==> config.mk <==
export PLATFORM = sky130hd
export DESIGN_NAME = pc_hazard_unit
export DESIGN_NICKNAME = d
export VERILOG_FILES = /design/src/rtl/pc_pkg.sv /design/src/rtl/pc_md_tracker.sv /design/src/rtl/pc_hazard_unit.sv
export SDC_FILE = /design/constraint.sdc
export NUM_CORES = 1
export LEC_CHECK = 0
export CAP_MARGIN = 10
export CORE_MARGIN = 4
export CORE_UTILIZATION = 45
export CTS_BUF_LIST = sky130_fd_sc_hd__clkbuf_16
export DETAILED_ROUTE_END_ITERATION = 16
export GPL_TIMING_DRIVEN = 0
export PLACE_DENSITY = 0.83
export SLEW_MARGIN = 40
export SYNTH_ARGS = -nofsm -noshare
export SYNTH_HDL_FRONTEND = slang
export SYNTH_HIERARCHICAL = 1
export SYNTH_SLANG_ARGS = --single-unit
==> constraint.sdc <==
create_clock -name clock -period 3.25 [get_ports clock]
set_input_delay 0.65 -clock clock [delete_from_list [all_inputs] [get_ports clock]]
set_output_delay 0.65 -clock clock [all_outputs]
set_load 0.01 [all_outputs]
==> src/rtl/pc_pkg.sv <==
// Shared encodings for the pipeline hazard/forwarding unit: operand-select
// codes and the mul/div tracker state type.
package pc_pkg;

  localparam logic [1:0] FWD_REG  = 2'b00;
  localparam logic [1:0] FWD_EALU = 2'b01;
  localparam logic [1:0] FWD_MALU = 2'b10;
  localparam logic [1:0] FWD_MMEM = 2'b11;

  typedef enum logic {
    MD_IDLE = 1'b0,
    MD_BUSY = 1'b1
  } md_state_e;

endpackage

==> src/rtl/pc_md_tracker.sv <==
// Tracks one in-flight multi-cycle mul/div: down-counter from issue to result
// write, busy flag, one-cycle done pulse and the latched destination register.
module pc_md_tracker
  import pc_pkg::*;
#(
  parameter int AW     = 5,
  parameter int MD_LAT = 8
) (
  input  logic          clock,
  input  logic          resetn,
  input  logic          issue,
  input  logic [AW-1:0] issue_rd,
  output logic          md_busy,
  output logic          md_done,
  output logic [AW-1:0] md_rd
);

  localparam int CW = $clog2(MD_LAT);

  md_state_e     state, state_nxt;
  logic [CW-1:0] cnt, cnt_nxt;
  logic          done_nxt;
  logic [AW-1:0] rd_nxt;

  // The state register is the busy flag itself.
  assign md_busy = (state == MD_BUSY);

  always_ff @(posedge clock or negedge resetn) begin
    if (!resetn) begin
      state   <= MD_IDLE;
      cnt     <= '0;
      md_done <= 1'b0;
      md_rd   <= '0;
    end else begin
      state   <= state_nxt;
      cnt     <= cnt_nxt;
      md_done <= done_nxt;
      md_rd   <= rd_nxt;
    end
  end

  always_comb begin
    state_nxt = state;
    cnt_nxt   = cnt;
    done_nxt  = 1'b0;
    rd_nxt    = md_rd;
    case (state)
      MD_IDLE: begin
        if (issue) begin
          state_nxt = MD_BUSY;
          cnt_nxt   = CW'(MD_LAT - 1);
          rd_nxt    = issue_rd;
        end
      end
      MD_BUSY: begin
        cnt_nxt = cnt - CW'(1);
        // Last busy cycle: result lands on the next edge.
        if (cnt == CW'(1)) begin
          state_nxt = MD_IDLE;
          done_nxt  = 1'b1;
        end
      end
      default: state_nxt = MD_IDLE;
    endcase
  end

endmodule

==> src/rtl/pc_hazard_unit.sv <==
// ID-stage hazard unit: operand forwarding selects, load-use and mul/div
// interlocks, optional taken-branch IF flush and a saturating stall counter.
module pc_hazard_unit
  import pc_pkg::*;
#(
  parameter int AW         = 5,
  parameter int MD_LAT     = 8,
  parameter int DELAY_SLOT = 1,
  parameter int SCW        = 16
) (
  input  logic           clock,
  input  logic           resetn,
  input  logic [AW-1:0]  d_rs,
  input  logic [AW-1:0]  d_rt,
  input  logic           d_use_rs,
  input  logic           d_use_rt,
  input  logic           d_wr,
  input  logic [AW-1:0]  d_rd,
  input  logic           d_md,
  input  logic           d_taken,
  input  logic           e_wreg,
  input  logic           e_m2reg,
  input  logic [AW-1:0]  e_rn,
  input  logic           m_wreg,
  input  logic           m_m2reg,
  input  logic [AW-1:0]  m_rn,
  output logic           wpcir,
  output logic           bubble,
  output logic [1:0]     fwda,
  output logic [1:0]     fwdb,
  output logic           flush_if,
  output logic           md_busy,
  output logic           md_done,
  output logic [AW-1:0]  md_rd,
  output logic [SCW-1:0] stall_cnt
);

  logic load_use, md_raw, md_struct, stall;

  // Nearest producer wins; register 0 never forwards.
  function automatic logic [1:0] fwd_sel(input logic [AW-1:0] x);
    logic [1:0] sel;
    sel = FWD_REG;
    if (x != '0) begin
      if (e_wreg && !e_m2reg && e_rn == x)      sel = FWD_EALU;
      else if (m_wreg && !m_m2reg && m_rn == x) sel = FWD_MALU;
      else if (m_wreg && m_m2reg && m_rn == x)  sel = FWD_MMEM;
    end
    return sel;
  endfunction

  assign fwda = fwd_sel(d_rs);
  assign fwdb = fwd_sel(d_rt);

  assign load_use  = e_wreg && e_m2reg && (e_rn != '0) &&
                     ((d_use_rs && e_rn == d_rs) || (d_use_rt && e_rn == d_rt));
  assign md_raw    = md_busy && (md_rd != '0) &&
                     ((d_use_rs && d_rs == md_rd) || (d_use_rt && d_rt == md_rd) ||
                      (d_wr && d_rd == md_rd));
  assign md_struct = md_busy && d_md;
  assign stall     = load_use || md_raw || md_struct;

  assign wpcir    = !stall;
  assign bubble   = stall;
  // A stalled branch is re-presented next cycle, so it must not flush yet.
  assign flush_if = (DELAY_SLOT == 0) && d_taken && wpcir;

  pc_md_tracker #(
    .AW     (AW),
    .MD_LAT (MD_LAT)
  ) u_md (
    .clock    (clock),
    .resetn   (resetn),
    .issue    (d_md && !stall),
    .issue_rd (d_rd),
    .md_busy  (md_busy),
    .md_done  (md_done),
    .md_rd    (md_rd)
  );

  always_ff @(posedge clock or negedge resetn) begin
    if (!resetn)
      stall_cnt <= '0;
    else if (stall && (stall_cnt != '1))
      stall_cnt <= stall_cnt + SCW'(1);
  end

endmodule

* Yosys cells after proc, flatten, opt, wreduce, memory -nomap -nowiden
Cells that the tools add are included.
** Word-level totals
- Input port bits :: 36
- Word-level logic and storage cells :: 68
- Flip-flop bits (word level) :: 26
- Output and inout port bits :: 30
** Operators by class
- Equality and inequality tests :: 10
- Add/sub/neg operators :: 2
- Multiplexer cells :: 15
- Reductions and logical operators :: 35
- Bitwise operators :: 1
** Operator list (count)
- equality test 5 bit :: 7
- logical AND 1 bit :: 22
- nonzero test 5 bit :: 4
- adder 16 x 1 -> 16 bit (second input constant) :: 1
- 2-to-1 mux 2 bit :: 8
- != test 16 bit (second input constant) :: 1
- one-hot mux 3 bit (2 select lines) :: 1
- logical OR 1 bit :: 5
- 2-to-1 mux 1 bit :: 4
- equality test 3 x 1 -> 1 bit (second input constant) :: 1
- zero test 1 bit :: 3
- 2-to-1 mux 3 bit :: 1
- subtractor 3 x 1 -> 3 bit (second input constant) :: 1
- != test 2 x 1 -> 1 bit (second input constant) :: 1
- one-hot mux 1 bit (2 select lines) :: 1
- AND reduction 2 bit :: 1
- NOT 1 bit :: 1

* Logic depth before layout (Yosys ltp)
Gate-level depths: netlist (run 1).
- Depth after elaboration :: 11
- Gate-level depth with buffers :: 8
- Depth with buffers taken out :: 7

* Cells and area by module
Netlist (run 1), hierarchy kept.
** Modules (own cells, without submodules)
- pc_hazard_unit :: area an instance 1458.9 um2, times used 1, sequential area each 400.4 um2, cells each 159
- pc_md_tracker :: area an instance 436.7 um2, times used 1, sequential area each 250.2 um2, cells each 30

* Worst setup path before layout (run 1)
Ideal clock, no wire load.
- Path kind :: input-to-output
- From :: in e_rn[1]
- To :: out bubble
- Slack :: 496 ps
- Buffers on the path :: 1
- Stages on the path :: 5
- Arrival :: 2104 ps
- Required time :: 2600 ps
- Cell sequence :: or4_1 o2111ai_2 buf_2 and2_1 inv_2
** On the way
- Cells in the longest elaborated chain, start to end :: 6
- Elaborated cells between the ends (all ways) :: 10
- Classes of those cells :: 2 x eq/ne; 8 x reduce/logical
** Ends and longest elaborated chain
- start: declaration :: line pc_hazard_unit.sv:23 : input logic [AW-1:0] e_rn,
- equality test 5 bit :: line pc_hazard_unit.sv:56 : ((d_use_rs && e_rn == d_rs) || (d_use_rt && e_rn == d_rt));
- logical AND 1 bit :: line pc_hazard_unit.sv:56
- logical OR 1 bit :: line pc_hazard_unit.sv:56
- logical AND 1 bit (*) :: line pc_hazard_unit.sv:55 : assign load_use = e_wreg && e_m2reg && (e_rn != '0) &&
- logical OR 1 bit (*) (2 in series) :: line pc_hazard_unit.sv:61 : assign stall = load_use || md_raw || md_struct;
- end: declaration :: line pc_hazard_unit.sv:28 : output logic bubble,
Mark *: on every way between the ends. The rest lies on a longest branch, timed or not.

* Worst setup path in the final report (run 1)
- From :: in d_rt[2]
- To :: out fwdb[0]
** On the way
- Cells in the longest elaborated chain, start to end :: 6
- Elaborated cells between the ends (all ways) :: 10
- Classes of those cells :: 2 x eq/ne; 4 x mux; 4 x reduce/logical
** Ends and longest elaborated chain
- start: declaration :: line pc_hazard_unit.sv:14 : input logic [AW-1:0] d_rt,
- equality test 5 bit :: line pc_hazard_unit.sv:46, pc_hazard_unit.sv:47
- logical AND 1 bit :: line pc_hazard_unit.sv:47 : else if (m_wreg && m_m2reg && m_rn == x) sel = FWD_MMEM;
- 2-to-1 mux 2 bit :: line pc_hazard_unit.sv:47
- 2-to-1 mux 2 bit :: line pc_hazard_unit.sv:46 : else if (m_wreg && !m_m2reg && m_rn == x) sel = FWD_MALU;
- 2-to-1 mux 2 bit :: line pc_hazard_unit.sv:45 : if (e_wreg && !e_m2reg && e_rn == x) sel = FWD_EALU;
- 2-to-1 mux 2 bit (*) :: line pc_hazard_unit.sv:44 : if (x != '0) begin
- end: declaration :: line pc_hazard_unit.sv:30 : output logic [1:0] fwdb,
Marked as above.

==> flow_summary.json, run 1 <==
{
  "synth_seq_cells": 26,
  "synth.avg_cell_area_um2": 10.0,
  "whs_ns": 0.385,
  "syn-instance-count": 189,
  "grt_use_total_pct": 18.2,
  "start_util_pct": 47.0,
  "drc": 0,
  "finalCritPeriodShare_pct": 97.5,
  "yosysMostFrequentCell": "dfrtp_1",
  "crit_family": "buffers and inverters",
  "dr.first_iter.drc_count": 110,
  "clk_pin_slew_ns": 0.06,
  "netlist_area_mm2": 0.00190,
  "yosysTopAreaCell": "dfrtp_1",
  "gp_congestion": 0.881,
  "fillers": 341,
  "hold_violations": 0,
  "seqCellArea_um2": 651,
  "antenna_cells": 0,
  "dpl_worst_slack_ns": -0.614,
  "p_leak_nw": 1.17,
  "fin_crit_ns": 3.17,
  "worstMarginPinSlew_ns": 0.570,
  "ys.flop_type": "dfrtp_1",
  "clk_latency_ns": 0.26,
  "seq_area_frac_synth_pct": 34.3,
  "critPathKind": "input pin to primary output",
  "antenna_found_initial": 0,
  "wl_um": 4670,
  "async_flop_share_pct": 100,
  "grt_remaining_overflow": 0,
  "synth_edf_count": 0,
  "avgRoutedWirePerCell_um": 15.1,
  "finish.utilization_pct": 67.3,
  "cp_num_buf_inv": 2,
  "synthTopCellsByArea": "dfrtp_1 34%, xor2_1 12%, xnor2_1 11%",
  "fp-row-count": 23,
  "cp-start-kind": "input pin",
  "synth_top_area_share_pct": 34.3,
  "port_buffers": 63,
  "grt_start_max_net_pins": 27,
  "crit_path_cell_trace": "clkdlybuf4s50_1 > xnor2_1 > nand3_1 > nor3_1 > a31oi_1 > a21oi_1 > clkdlybuf4s50_1",
  "cap_viol_max_count": 0,
  "hold_class": "input pin to asynchronous set/reset pin",
  "postRouteAntennaNets": 0,
  "p_total_mw": 1.67,
  "multiInputGateArea_mm2": 0.00119,
  "syn_nets": 228,
  "r2r-start": "stall_cnt[0]$_DFFE_PN0P_",
  "grt_pass1_vias": 1584,
  "fp.dieW_um": 72.9,
  "cp_slowest_stage_delay_ns": 0.58,
  "die_area_mm2": 0.00531,
  "ys_warn_count": 6,
  "dpl.hpwl_um": 3680,
  "critPathMaxFanout": 4,
  "fin_nets": 300,
  "area_growth_pct": 43.0,
  "cts.sinks": 26,
  "drive_above_1_share_pct": 14.2,
  "critical_path_required_ns": 2.60,
  "max-clock-path-buffers": 2,
  "finalSetupViolations": 0,
  "cpMostUsedCell": "clkdlybuf4s50_1",
  "ys_types": 40,
  "status": "finished, final reports clean",
  "dr.pass1.iters": 4,
  "reg2reg_slack_ns": 1.07,
  "h-tree-depth": 1,
  "slew_headroom_pct": 62.0,
  "arrival_ns": 2.52,
  "final_max_slew_viol_count": 0,
  "rsz0062_at_grt": "true",
  "top_level_ports": 66,
  "grt_pass1_wl_um": 7580,
  "power_density_mw_per_mm2": 617,
  "vias_per_cell": 5.26,
  "cts_buffers": 3,
  "ff2ff_path_depth": 6,
  "vdd_ir_drop_max_v": 0.000471,
  "end_kind": "primary output",
  "fmax_mhz": 316,
  "clock_skew_ns": 0.00195,
  "r2r_end": "stall_cnt[1]$_DFFE_PN0P_",
  "synth_common_cells": "26 x dfrtp_1, 25 x xor2_1, 23 x xnor2_1, 11 x nand3_1, 10 x nand2_1",
  "cts_tree": "yes",
  "core-area_mm2": 0.00403,
  "fin_ws_ns": 0.0824,
  "vias": 1631,
  "clockRootBuffer": "clkbuf_16",
  "critical-path-slowest-cell": "clkdlybuf4s50_1",
  "fp.dieH_um": 72.9
}
-- logic make-up after synthesis --
family | Yosys count | share of synthesized area (%)
and+or+nand+nor | 59 | 17.0
adders and majority gates | 3 | 1.98
muxes | 9 | 6.20
DFF | 26 | 34.3
AOI/OAI and AO/OA | 29 | 14.2
buffers and inverters | 14 | 3.89
xor gates and xnor gates | 48 | 22.2
other | 1 | 0.198
-- worst max path at each step --
stage | endpoint | depth (start not counted) | from
6_report | fwdb[0] | 7 | d_rt[2]
5_1_grt | fwdb[0] | 7 | d_rt[2]
4_1_cts | bubble | 9 | d_rd[2]
3_5_place_dp | bubble | 9 | d_rs[2]
3_3_place_gp | wpcir | 6 | e_rn[1]
2_1_floorplan | bubble | 5 | e_rn[1]
-- registers in the layout, summed over array words and instances, names as in the netlist --
register and cells:
u_md/md_done 1, u_md/cnt 3, stall_cnt 16, u_md/md_rd 5
u_md/md_busy 1
-- timing repair --
action | CTS | global route
hold buffers | 0 | 0
buffers inserted | 4 | 0
gates resized for setup | 20 | 4
endpoints found under the setup margin | 4 | 5
pin swaps | 5 | 1
-- cell usage in the layout, fill, tap and decap left out, drive strengths merged, types with 2 or more instances in the layout --
cell type | synthesis | final
a211oi | 10 | 10
a21oi | 11 | 11
a31oi | 2 | 2
and3 | 4 | 4
and3b | 2 | 2
buf | 5 | 10
clkbuf | 0 | 3
clkdlybuf4s50 | 0 | 43
dfrtp | 26 | 26
dlygate4sd2 | 0 | 15
dlymetal6s2s | 0 | 4
ha | 3 | 3
inv | 9 | 9
mux2 | 7 | 7
mux2i | 2 | 2
nand2 | 10 | 10
nand2b | 3 | 3
nand3 | 11 | 11
nand4 | 4 | 4
nor2 | 7 | 7
nor2b | 2 | 2
nor3 | 9 | 9
nor4 | 3 | 3
or4 | 2 | 2
xnor2 | 23 | 23
xor2 | 25 | 25
-- cell type report --
cell class	instances	area share (%)
Buffer	5	1.71
Clock buffer	3	2.77
Clock inverter	1	0.139
Inverter	9	1.25
Multi-Input combinational cell	149	44.0
Sequential cell	26	24.0
Tap cell	50	2.31
Timing Repair Buffer	67	23.9
-- routing by layer --
metal,up-vias,global-route usage (%),wire (um)
li1,810,-,-
met1,760,24.5,2000
met2,52,30.7,2350
met3,9,3.44,259
met4,0,3.07,56
met5,-,0,0
-- worst register-to-register path, cell delays in order (launching register included) --
cell	delay, ns
dfrtp_1	0.39
ha_1	0.18
nand3_1	0.15
nor4_1	0.53
nor2b_1	0.42
a21oi_2	0.08
mux2_1	0.32
-- where the power goes --
part | total (mW) | leakage, nW | switching (mW) | internal (mW)
clock | 0.269 | 0.0385 | 0.105 | 0.164
combinational | 0.810 | 0.810 | 0.350 | 0.460
sequential | 0.593 | 0.325 | 0.157 | 0.436
-- through the flow --
stage          area [um^2]  setup TNS (ns)  std cells
2_1_floorplan         1900               0        189
3_3_place_gp          2590           -2.32        302
3_5_place_dp          2580           -2.35        302
4_1_cts               2700               0        310
5_1_grt               2710         -0.0116        310
6_report              2710               0        310
Note: power is estimated with default switching activity, not from simulation.
==> run 2, diff against run 1 <==
--- a/config.mk
+++ b/config.mk
@@ -10,8 +10,8 @@
 export CORE_UTILIZATION = 45
 export CTS_BUF_LIST = sky130_fd_sc_hd__clkbuf_16
 export DETAILED_ROUTE_END_ITERATION = 16
+export DONT_BUFFER_PORTS = 1
 export GPL_TIMING_DRIVEN = 0
-export PLACE_DENSITY = 0.83
 export SLEW_MARGIN = 40
 export SYNTH_ARGS = -nofsm -noshare
 export SYNTH_HDL_FRONTEND = slang
==> run 2 against run 1 <==
Cell area shrank 25%. Global-route usage shrank 1.8 points. Critical path depth is the same. Clock power is essentially flat.
==> flow_summary.json, run 2 (same netlist as run 1, synthesis figures left out) <==
{
  "fmax_mhz": 326,
  "grt_start_max_net_pins": 27,
  "largestRegisters": "stall_cnt x16, u_md/md_rd x5, u_md/cnt x3",
  "fillers": 369,
  "vdd_ir_drop_max_v": 0.000508,
  "cp-start-kind": "flip-flop",
  "fp-row-count": 23,
  "antenna_found_initial": 0,
  "dr.pass1.iters": 4,
  "grt_remaining_overflow": 0,
  "worstMarginPinSlew_ns": 0.575,
  "clock_skew_ns": 0.00603,
  "cts_tree": "yes",
  "final_common_cell": "dfrtp_1",
  "grt_use_total_pct": 16.3,
  "cts_resized": 0,
  "grt_pass1_wl_um": 6950,
  "cts.sinks": 26,
  "hold_class": "input pin to asynchronous set/reset pin",
  "drc": 0,
  "finalSetupViolations": 0,
  "fin_crit_ns": 3.07,
  "fp.dieH_um": 72.9,
  "finish.utilization_pct": 50.5,
  "core-area_mm2": 0.00403,
  "postRouteAntennaNets": 0,
  "cts_buffers": 3,
  "hold_violations": 0,
  "start_util_pct": 47.0,
  "final_cell_mix": "26 x dfrtp_1, 25 x xor2_1, 23 x xnor2_1",
  "p_leak_nw": 0.834,
  "critical_path_required_ns": 2.60,
  "status": "finished, final reports clean",
  "antenna_cells": 0,
  "gp_congestion": 0.809,
  "clk_latency_ns": 0.26,
  "top_register": "stall_cnt",
  "multiInputGateArea_mm2": 0.00117,
  "max-clock-path-buffers": 2,
  "avgRoutedWirePerCell_um": 17.9,
  "area_growth_pct": 7.26,
  "finalCritPeriodShare_pct": 94.4,
  "grt_pass1_vias": 1434,
  "top_level_ports": 66,
  "dr.first_iter.drc_count": 76,
  "fp.dieW_um": 72.9,
  "slew_headroom_pct": 61.5,
  "largest_reg_flops": 16,
  "vias_per_cell": 5.84,
  "whs_ns": 0.0794,
  "arrival_ns": 2.42,
  "power_density_mw_per_mm2": 693,
  "critPathKind": "flip-flop to primary output",
  "end_kind": "primary output",
  "seqCellArea_um2": 651,
  "vias": 1414,
  "hold_buffers": 0,
  "die_area_mm2": 0.00531,
  "port_buffers": 0,
  "dpl.hpwl_um": 3400,
  "wl_um": 4320,
  "fin_nets": 233,
  "rsz0062_at_grt": "false",
  "final_max_slew_viol_count": 0,
  "drive_above_1_share_pct": 15.6,
  "post_cts_buffers": 0,
  "critPathMaxFanout": 10,
  "cap_viol_max_count": 0,
  "tns_ns": 0,
  "clk_pin_slew_ns": 0.06,
  "h-tree-depth": 1,
  "r2r-start": "stall_cnt[0]$_DFFE_PN0P_",
  "critPathLaunch": "u_md/md_rd[2]$_DFFE_PN0P_",
  "clockRootBuffer": "clkbuf_16"
}
-- run 2: worst max-delay path, cell delays in order, from the launching register on --
cell,delay [ns]
dfrtp_1,0.55
xor2_1,0.21
nor4_1,0.08
and3_1,0.21
o41ai_4,0.56
buf_6,0.24
and2_1,0.23
inv_2,0.07
-- run 2: path summary, 6_finish.rpt --
| path | slack, ns | to | depth (start not counted) |
|---|---|---|---|
| max | 0.18 | bubble | 7 |
| max reg2reg | 0.94 | stall_cnt[1]$_DFFE_PN0P_ | 6 |
| max in group asynchronous | 3.09 | u_md/cnt[2]$_DFFE_PN0P_ | 0 |
| min | 0.08 | stall_cnt[4]$_DFFE_PN0P_ | 0 |
| min reg2reg | 0.51 | u_md/cnt[0]$_DFFE_PN0P_ | 1 |
| min in group clock | 0.51 | u_md/cnt[0]$_DFFE_PN0P_ | 1 |
-- run 2: stage by stage --
step | setup WS [ns] | instances | power (mW) | instance area (um^2)
after floorplan | 0.496 | 189 | 1.03 | 1900
after global placement | 0.259 | 239 | 1.12 | 1960
after detailed placement | 0.263 | 239 | 1.15 | 1960
after CTS | 0.150 | 242 | 1.43 | 2030
after global routing | 0.0488 | 242 | 1.50 | 2030
final | 0.183 | 242 | 1.41 | 2030
-- run 2: area by class of cell --
type                            count  area share [%]
Multi-Input combinational cell    149            57.6
Tap cell                           50            3.08
Sequential cell                    26            32.0
Inverter                            9            1.66
Clock buffer                        3            3.69
Buffer                              5            1.97
-- run 2: metal layers --
layer | share of wire (%) | track usage (%)
met2 | 51 | 29.5
met3 | 8.2 | 5.65
met5 | 0 | 0
met1 | 40 | 18.9
met4 | 0.53 | 2.66
-- run 2: report_power, final --
| group | leakage [nW] | internal [mW] | switching [mW] |
|---|---|---|---|
| logic | 0.472 | 0.261 | 0.234 |
| clock network | 0.0370 | 0.163 | 0.105 |
| registers | 0.325 | 0.436 | 0.210 |
| total | 0.834 | 0.860 | 0.550 |
